===== config.mk =====
export PLATFORM = sky130hd
export DESIGN_NAME = imem_loader
export DESIGN_NICKNAME = d
export VERILOG_FILES = /design/src/rtl/riscv_pkg.sv /design/src/rtl/imem_loader.sv
export SDC_FILE = /design/constraint.sdc
export NUM_CORES = 1
export LEC_CHECK = 0
export CAP_MARGIN = 40
export CELL_PAD_IN_SITES_DETAIL_PLACEMENT = 0
export CELL_PAD_IN_SITES_GLOBAL_PLACEMENT = 2
export CORE_MARGIN = 2
export CORE_UTILIZATION = 35
export CTS_CLUSTER_DIAMETER = 60
export DETAILED_ROUTE_END_ITERATION = 12
export DONT_BUFFER_PORTS = 1
export PLACE_DENSITY_LB_ADDON = 0.1
export SLEW_MARGIN = 20
export SYNTH_ARGS = -nofsm -noshare
export SYNTH_HDL_FRONTEND = slang
export SYNTH_SLANG_ARGS = --single-unit

===== constraint.sdc =====
create_clock -name clk -period 3.1 [get_ports clk]
set_input_delay 0.31 -clock clk [delete_from_list [all_inputs] [get_ports clk]]
set_output_delay 0.31 -clock clk [all_outputs]
set_load 0.01 [all_outputs]

===== src/rtl/riscv_pkg.sv =====
// Shared types for the instruction-memory loader: loader FSM states and header size.
package riscv_pkg;

    typedef enum logic [2:0] {
        IDLE,
        LEN,
        DATA,
        DONE,
        ERR
    } loader_state_t;

    localparam int LEN_BYTES = 4;

endpackage


===== src/rtl/imem_loader.sv =====
// Fills the instruction memory from a framed byte stream (32-bit MSB-first length, then payload)
// and keeps the core in reset until the whole image has been written.
module imem_loader
    import riscv_pkg::*;
#(
    parameter int ADDRESS_WIDTH   = 32,
    parameter int PRACTICAL_WIDTH = 20,
    parameter int DATA_WIDTH      = 8
) (
    input  logic                     clk,
    input  logic                     rst,
    input  logic                     start,
    input  logic                     in_valid,
    input  logic [DATA_WIDTH-1:0]    in_data,
    output logic                     in_ready,
    output logic                     we,
    output logic [ADDRESS_WIDTH-1:0] waddr,
    output logic [DATA_WIDTH-1:0]    wdata,
    output logic                     busy,
    output logic                     done,
    output logic                     err,
    output logic                     cpu_hold
);

    localparam int          CNT_W   = $clog2(LEN_BYTES);
    localparam logic [31:0] MAX_LEN = 32'd1 << PRACTICAL_WIDTH;

    loader_state_t          state, state_nxt;
    logic [CNT_W-1:0]       byte_cnt;
    logic [31:0]            len_q;
    logic [31:0]            len_shift;
    logic [PRACTICAL_WIDTH:0] addr_cnt;
    logic                   accept;
    logic                   last_hdr;
    logic                   last_data;

    assign accept    = in_valid && in_ready;
    assign len_shift = {len_q[31-DATA_WIDTH:0], in_data};
    assign last_hdr  = (byte_cnt == CNT_W'(LEN_BYTES - 1));
    assign last_data = ((32'(addr_cnt) + 32'd1) == len_q);

    always_comb begin
        state_nxt = state;
        case (state)
            IDLE, DONE, ERR: begin
                if (start) state_nxt = LEN;
            end
            LEN: begin
                if (accept && last_hdr) begin
                    if (len_shift == 32'd0)         state_nxt = DONE;
                    else if (len_shift > MAX_LEN)   state_nxt = ERR;
                    else                            state_nxt = DATA;
                end
            end
            DATA: begin
                if (accept && last_data) state_nxt = DONE;
            end
            default: state_nxt = IDLE;
        endcase
    end

    // in_ready is registered from the next state so it is high exactly while in LEN or DATA
    always_ff @(posedge clk) begin
        if (rst) begin
            state    <= IDLE;
            in_ready <= 1'b0;
        end else begin
            state    <= state_nxt;
            in_ready <= (state_nxt == LEN) || (state_nxt == DATA);
        end
    end

    always_ff @(posedge clk) begin
        if (rst) begin
            byte_cnt <= '0;
            addr_cnt <= '0;
        end else begin
            case (state)
                IDLE, DONE, ERR: begin
                    if (start) begin
                        byte_cnt <= '0;
                        len_q    <= '0;
                    end
                end
                LEN: begin
                    if (accept) begin
                        len_q    <= len_shift;
                        byte_cnt <= byte_cnt + 1'b1;
                        addr_cnt <= '0;
                    end
                end
                DATA: begin
                    if (accept) addr_cnt <= addr_cnt + 1'b1;
                end
                default: ;
            endcase
        end
    end

    // write stage: one register between an accepted payload byte and the memory port
    always_ff @(posedge clk) begin
        if (rst) begin
            we    <= 1'b0;
            waddr <= '0;
            wdata <= '0;
        end else begin
            we <= (state == DATA) && accept;
            if ((state == DATA) && accept) begin
                waddr <= ADDRESS_WIDTH'(addr_cnt);
                wdata <= in_data;
            end
        end
    end

    assign busy     = (state == LEN) || (state == DATA);
    assign done     = (state == DONE);
    assign err      = (state == ERR);
    assign cpu_hold = (state != DONE);

endmodule


==> impl_metrics.csv, run 1 <==
group,metric,value,unit
status,status,"finished, final reports clean",
finish,synthToLayoutAreaGrowth,11.52,%
yosys,yosys_warnings,0,
yosys,synth_top_family_by_area,"simple AND/OR/NAND/NOR gates",
global_route,first_global_vias,3225,
clocking,h-tree-depth,3,
die,die_h,116.4,um
power_and_ir_drop,power.share.clock,44.6,%
finish,fin_area,4928,um2
global_route,grt_pass1_wl,18.66,mm
clocking,cts_setup_buffers,0,
yosys,synth_top_cell_by_area,"dfxtp_1",
worst_hold_path,hp-class,"primary input to flip-flop",
power_and_ir_drop,p_total,2.453,mW
detailed_routing,drtAntennaViolNets,0,
timing,holdWs,27.82,ps
yosys,synth_compound_area_share,13.02,%
yosys,synthAdderAreaFrac,0.5663,%
clocking,path_clk_slew,60,ps
die,die_w,116.4,um
yosys,synthMuxAreaShare,0.5946,%
yosys,synthFlopType,"dfxtp_1",
yosys,synthArstFlopShare,0,%
die,initial_utilization,35.45,%
clocking,cts_resized,0,
critical_path,crit_type,"flip-flop to flip-flop",
placement,hpwl,8.305,mm
detailed_routing,wl_per_cell,17.56,um
timing,skew,6.365,ps
finish,layoutNonFillerInstCount,677,
die,io_pins,58,
timing,setup_viol,0,
timing,finalCritPeriodShare,94.86,%
clocking,cts-hold-fix-buffers,0,
clocking,cts_sinks,89,
critical_path,critPathMaxStageDelay,700,ps
timing,layout_min_cycle_time,2941,ps
critical_path,critPathTopFamily,"simple AND/OR/NAND/NOR gates",
detailed_routing,vias_per_cell,5.208,
clocking,cts_made_buffers,9,
placement,dp.cells,661,
clocking,clock_path_buffers,2,
detailed_routing,num_vias,3526,
global_route,antenna_found_initial,0,
critical_path,cp-start-kind,"flip-flop",
clocking,clkLatencyLatePin,350,ps
finish,drive_gt1_share,9.307,%
yosys,synth.distinct_cells,52,
timing,setup_tns,0,ps
finish,diodes,0,
power_and_ir_drop,combPwrFrac,3.8,%
timing,rsz0062_at_grt,"no",
placement,dp_slack,163.3,ps
detailed_routing,totalWireLength,11.89,mm
power_and_ir_drop,p_sw,0.5524,mW
critical_path,cp_cell_sequence,"nand4_2 -> or4_1 -> mux2_4 -> a221oi_2 -> o22a_1 -> nor4b_1 -> buf_4 -> a221oi_2 -> mux2_1",
die,rows,41,
timing,relSlewSlack,59.05,%
critical_path,path_buf_inv,1,
detailed_routing,drc,0,
power_and_ir_drop,switching_share,22.52,%
power_and_ir_drop,p_leak,1.658,nW
timing,finalHoldViolCount,0,
placement,place_congestion,0.8699,
yosys,synth-xor-area-share,6.342,%
power_and_ir_drop,p_int,1.901,mW
critical_path,cp.arrival,3180,ps
yosys,ys_seq_area_share,47.57,%
global_route,grt.overflow.total,0,
die,dieArea,13540,um2
clocking,root_buffer,"clkbuf_16",
clocking,cts_tree,"yes",
detailed_routing,drt_iter0_markers,323,
timing,final_max_slew_viol_count,0,
critical_path,crit_path_top_delay_cell,"or4_1",
yosys,synth_area,4419,um2
timing,timing.final.ws_setup,159.3,ps
yosys,synth_edf_count,32,
power_and_ir_drop,seqPwrFrac,51.6,%
yosys,synthTopCellsByArea,"dfxtp_1 (26%), edfxtp_1 (22%), nand2_1 (7.0%)",
yosys,synthSimpleGateAreaFrac,26.50,%
timing,max_freq,340.1,MHz
finish,nNetsFinal,514,
detailed_routing,firstDrtPassIters,5,
global_route,grt_usage,18.59,%
critical_path,crit_required,3340,ps
yosys,syn_avg_cell_area,8.803,um2
job,cap_violations,0,
yosys,ys_seq_elements,89,
yosys,synth_top_cell_area_share,25.82,%
die,fp.coreArea,12470,um2
power_and_ir_drop,vdd_ir_drop_max,283.2,uV
placement,portBuffers,0,
finish,fill_cells,1297,
critical_path,crit_path_end_kind,"flip-flop",
critical_path,worst-path-max-fanout,6,
timing,max_slew.worst_pin.slew,614.2,ps
yosys,synthCells,502,
global_route,grt_max_degree,59,
critical_path,crit_path_frequent_cell,"a221oi_2",
finish,fin_util,39.54,%
power_and_ir_drop,p_per_area,497.7,nW/um2
placement,placed_area,4633,um2
-- sequential cells by signal (all words and copies together), names as in the netlist --
signal,count
len_q,32
addr_cnt,21
waddr,21
in_ready,1
byte_cnt,2
we,1
wdata,8
state,3
-- final timing paths --
check	to	slack [ps]	depth (start not counted)	from
max	in_ready	160	9	addr_cnt[1]
min	state[0]	30	1	rst
max reg2reg	in_ready	160	9	addr_cnt[1]
min reg2reg	byte_cnt[1]	460	2	byte_cnt[1]
-- logic make-up after synthesis --
| logic type | Yosys count |
|---|---|
| fa+ha+maj | 2 |
| xor+xnor | 32 |
| mux | 2 |
| buf+inv | 49 |
| compound gates | 95 |
| simple gates | 232 |
| flops | 89 |
| other cells | 1 |
-- cell type report --
type	instances	area [um2]	share of cell area [%]
inverters	2	7.507	0.1523
repair buffers	24	180.2	3.656
clock inverters	7	70.07	1.422
multi-input cells	374	2128	43.18
flip-flops and latches	89	2102	42.65
clock buffers	9	225.2	4.570
well taps	172	215.2	4.367
-- routing by layer --
layer	routed length (um)	global-route usage [%]
met1	5604	25.63
met2	5479	28.53
met3	621	4.567
met4	182	6.508
met5	0	0
-- placed cells by master, fill, tap and decap left out, types with 10 or more instances in the layout --
| master | Yosys | layout |
|---|---|---|
| and2_1 | 35 | 35 |
| nor2_1 | 35 | 34 |
| nor3_1 | 15 | 15 |
| nand3_1 | 10 | 10 |
| xor2_1 | 11 | 11 |
| conb_1 | 1 | 11 |
| a21oi_1 | 53 | 53 |
| buf_4 | 11 | 24 |
| o21ai_0 | 14 | 14 |
| xnor2_1 | 21 | 21 |
| nor4_1 | 11 | 11 |
| nand2_1 | 83 | 83 |
| dfxtp_1 | 57 | 57 |
| edfxtp_1 | 32 | 32 |
-- cell usage after synthesis, types with 4 or more instances --
cell / number
and3_1: 6
nand4_1: 9
buf_4: 11
nor2_1: 35
and2_1: 35
nor4_1: 11
nor2b_1: 4
nand2_1: 83
xor2_1: 11
xnor2_1: 21
o21ai_0: 14
or4_1: 4
edfxtp_1: 32
dfxtp_1: 57
clkbuf_1: 27
and4_1: 6
a21oi_1: 53
nor3_1: 15
buf_2: 8
nand3_1: 10
-- power groups by stage --
stage | Combinational [mW] | Sequential (mW) | Clock (mW)
6_report | 0.0929 | 1.27 | 1.09
5_1_grt | 0.106 | 1.27 | 1.17
4_1_cts | 0.0938 | 1.27 | 1.13
3_5_place_dp | 0.0936 | 1.29 | 0
3_3_place_gp | 0.0928 | 1.29 | 0
2_1_floorplan | 0.0964 | 1.28 | 0
-- worst register-to-register path, delay by kind of cell, from the launching register on --
| family | cells | cell delay (ps) |
|---|---|---|
| flip-flops | 1 | 440 |
| multiplexers | 2 | 690 |
| AND/OR/NAND/NOR | 3 | 920 |
| buffers and inverters | 1 | 140 |
| AO/OA/AOI/OAI | 3 | 640 |
No activity file was read; power rests on OpenSTA's default activity.
==> run 2: changes to the inputs <==
- CTS_BUF_LIST: not set -> sky130_fd_sc_hd__clkbuf_4 sky130_fd_sc_hd__clkbuf_8 sky130_fd_sc_hd__clkbuf_16
==> results of run 2 <==
No change in the layout: final DEF, timing and power equal those of run 1.
==> run 3: changes to the inputs <==
- CTS_CLUSTER_SIZE: not set -> 8
==> results of run 3 <==
No change in the layout: final DEF, timing and power equal those of run 1.
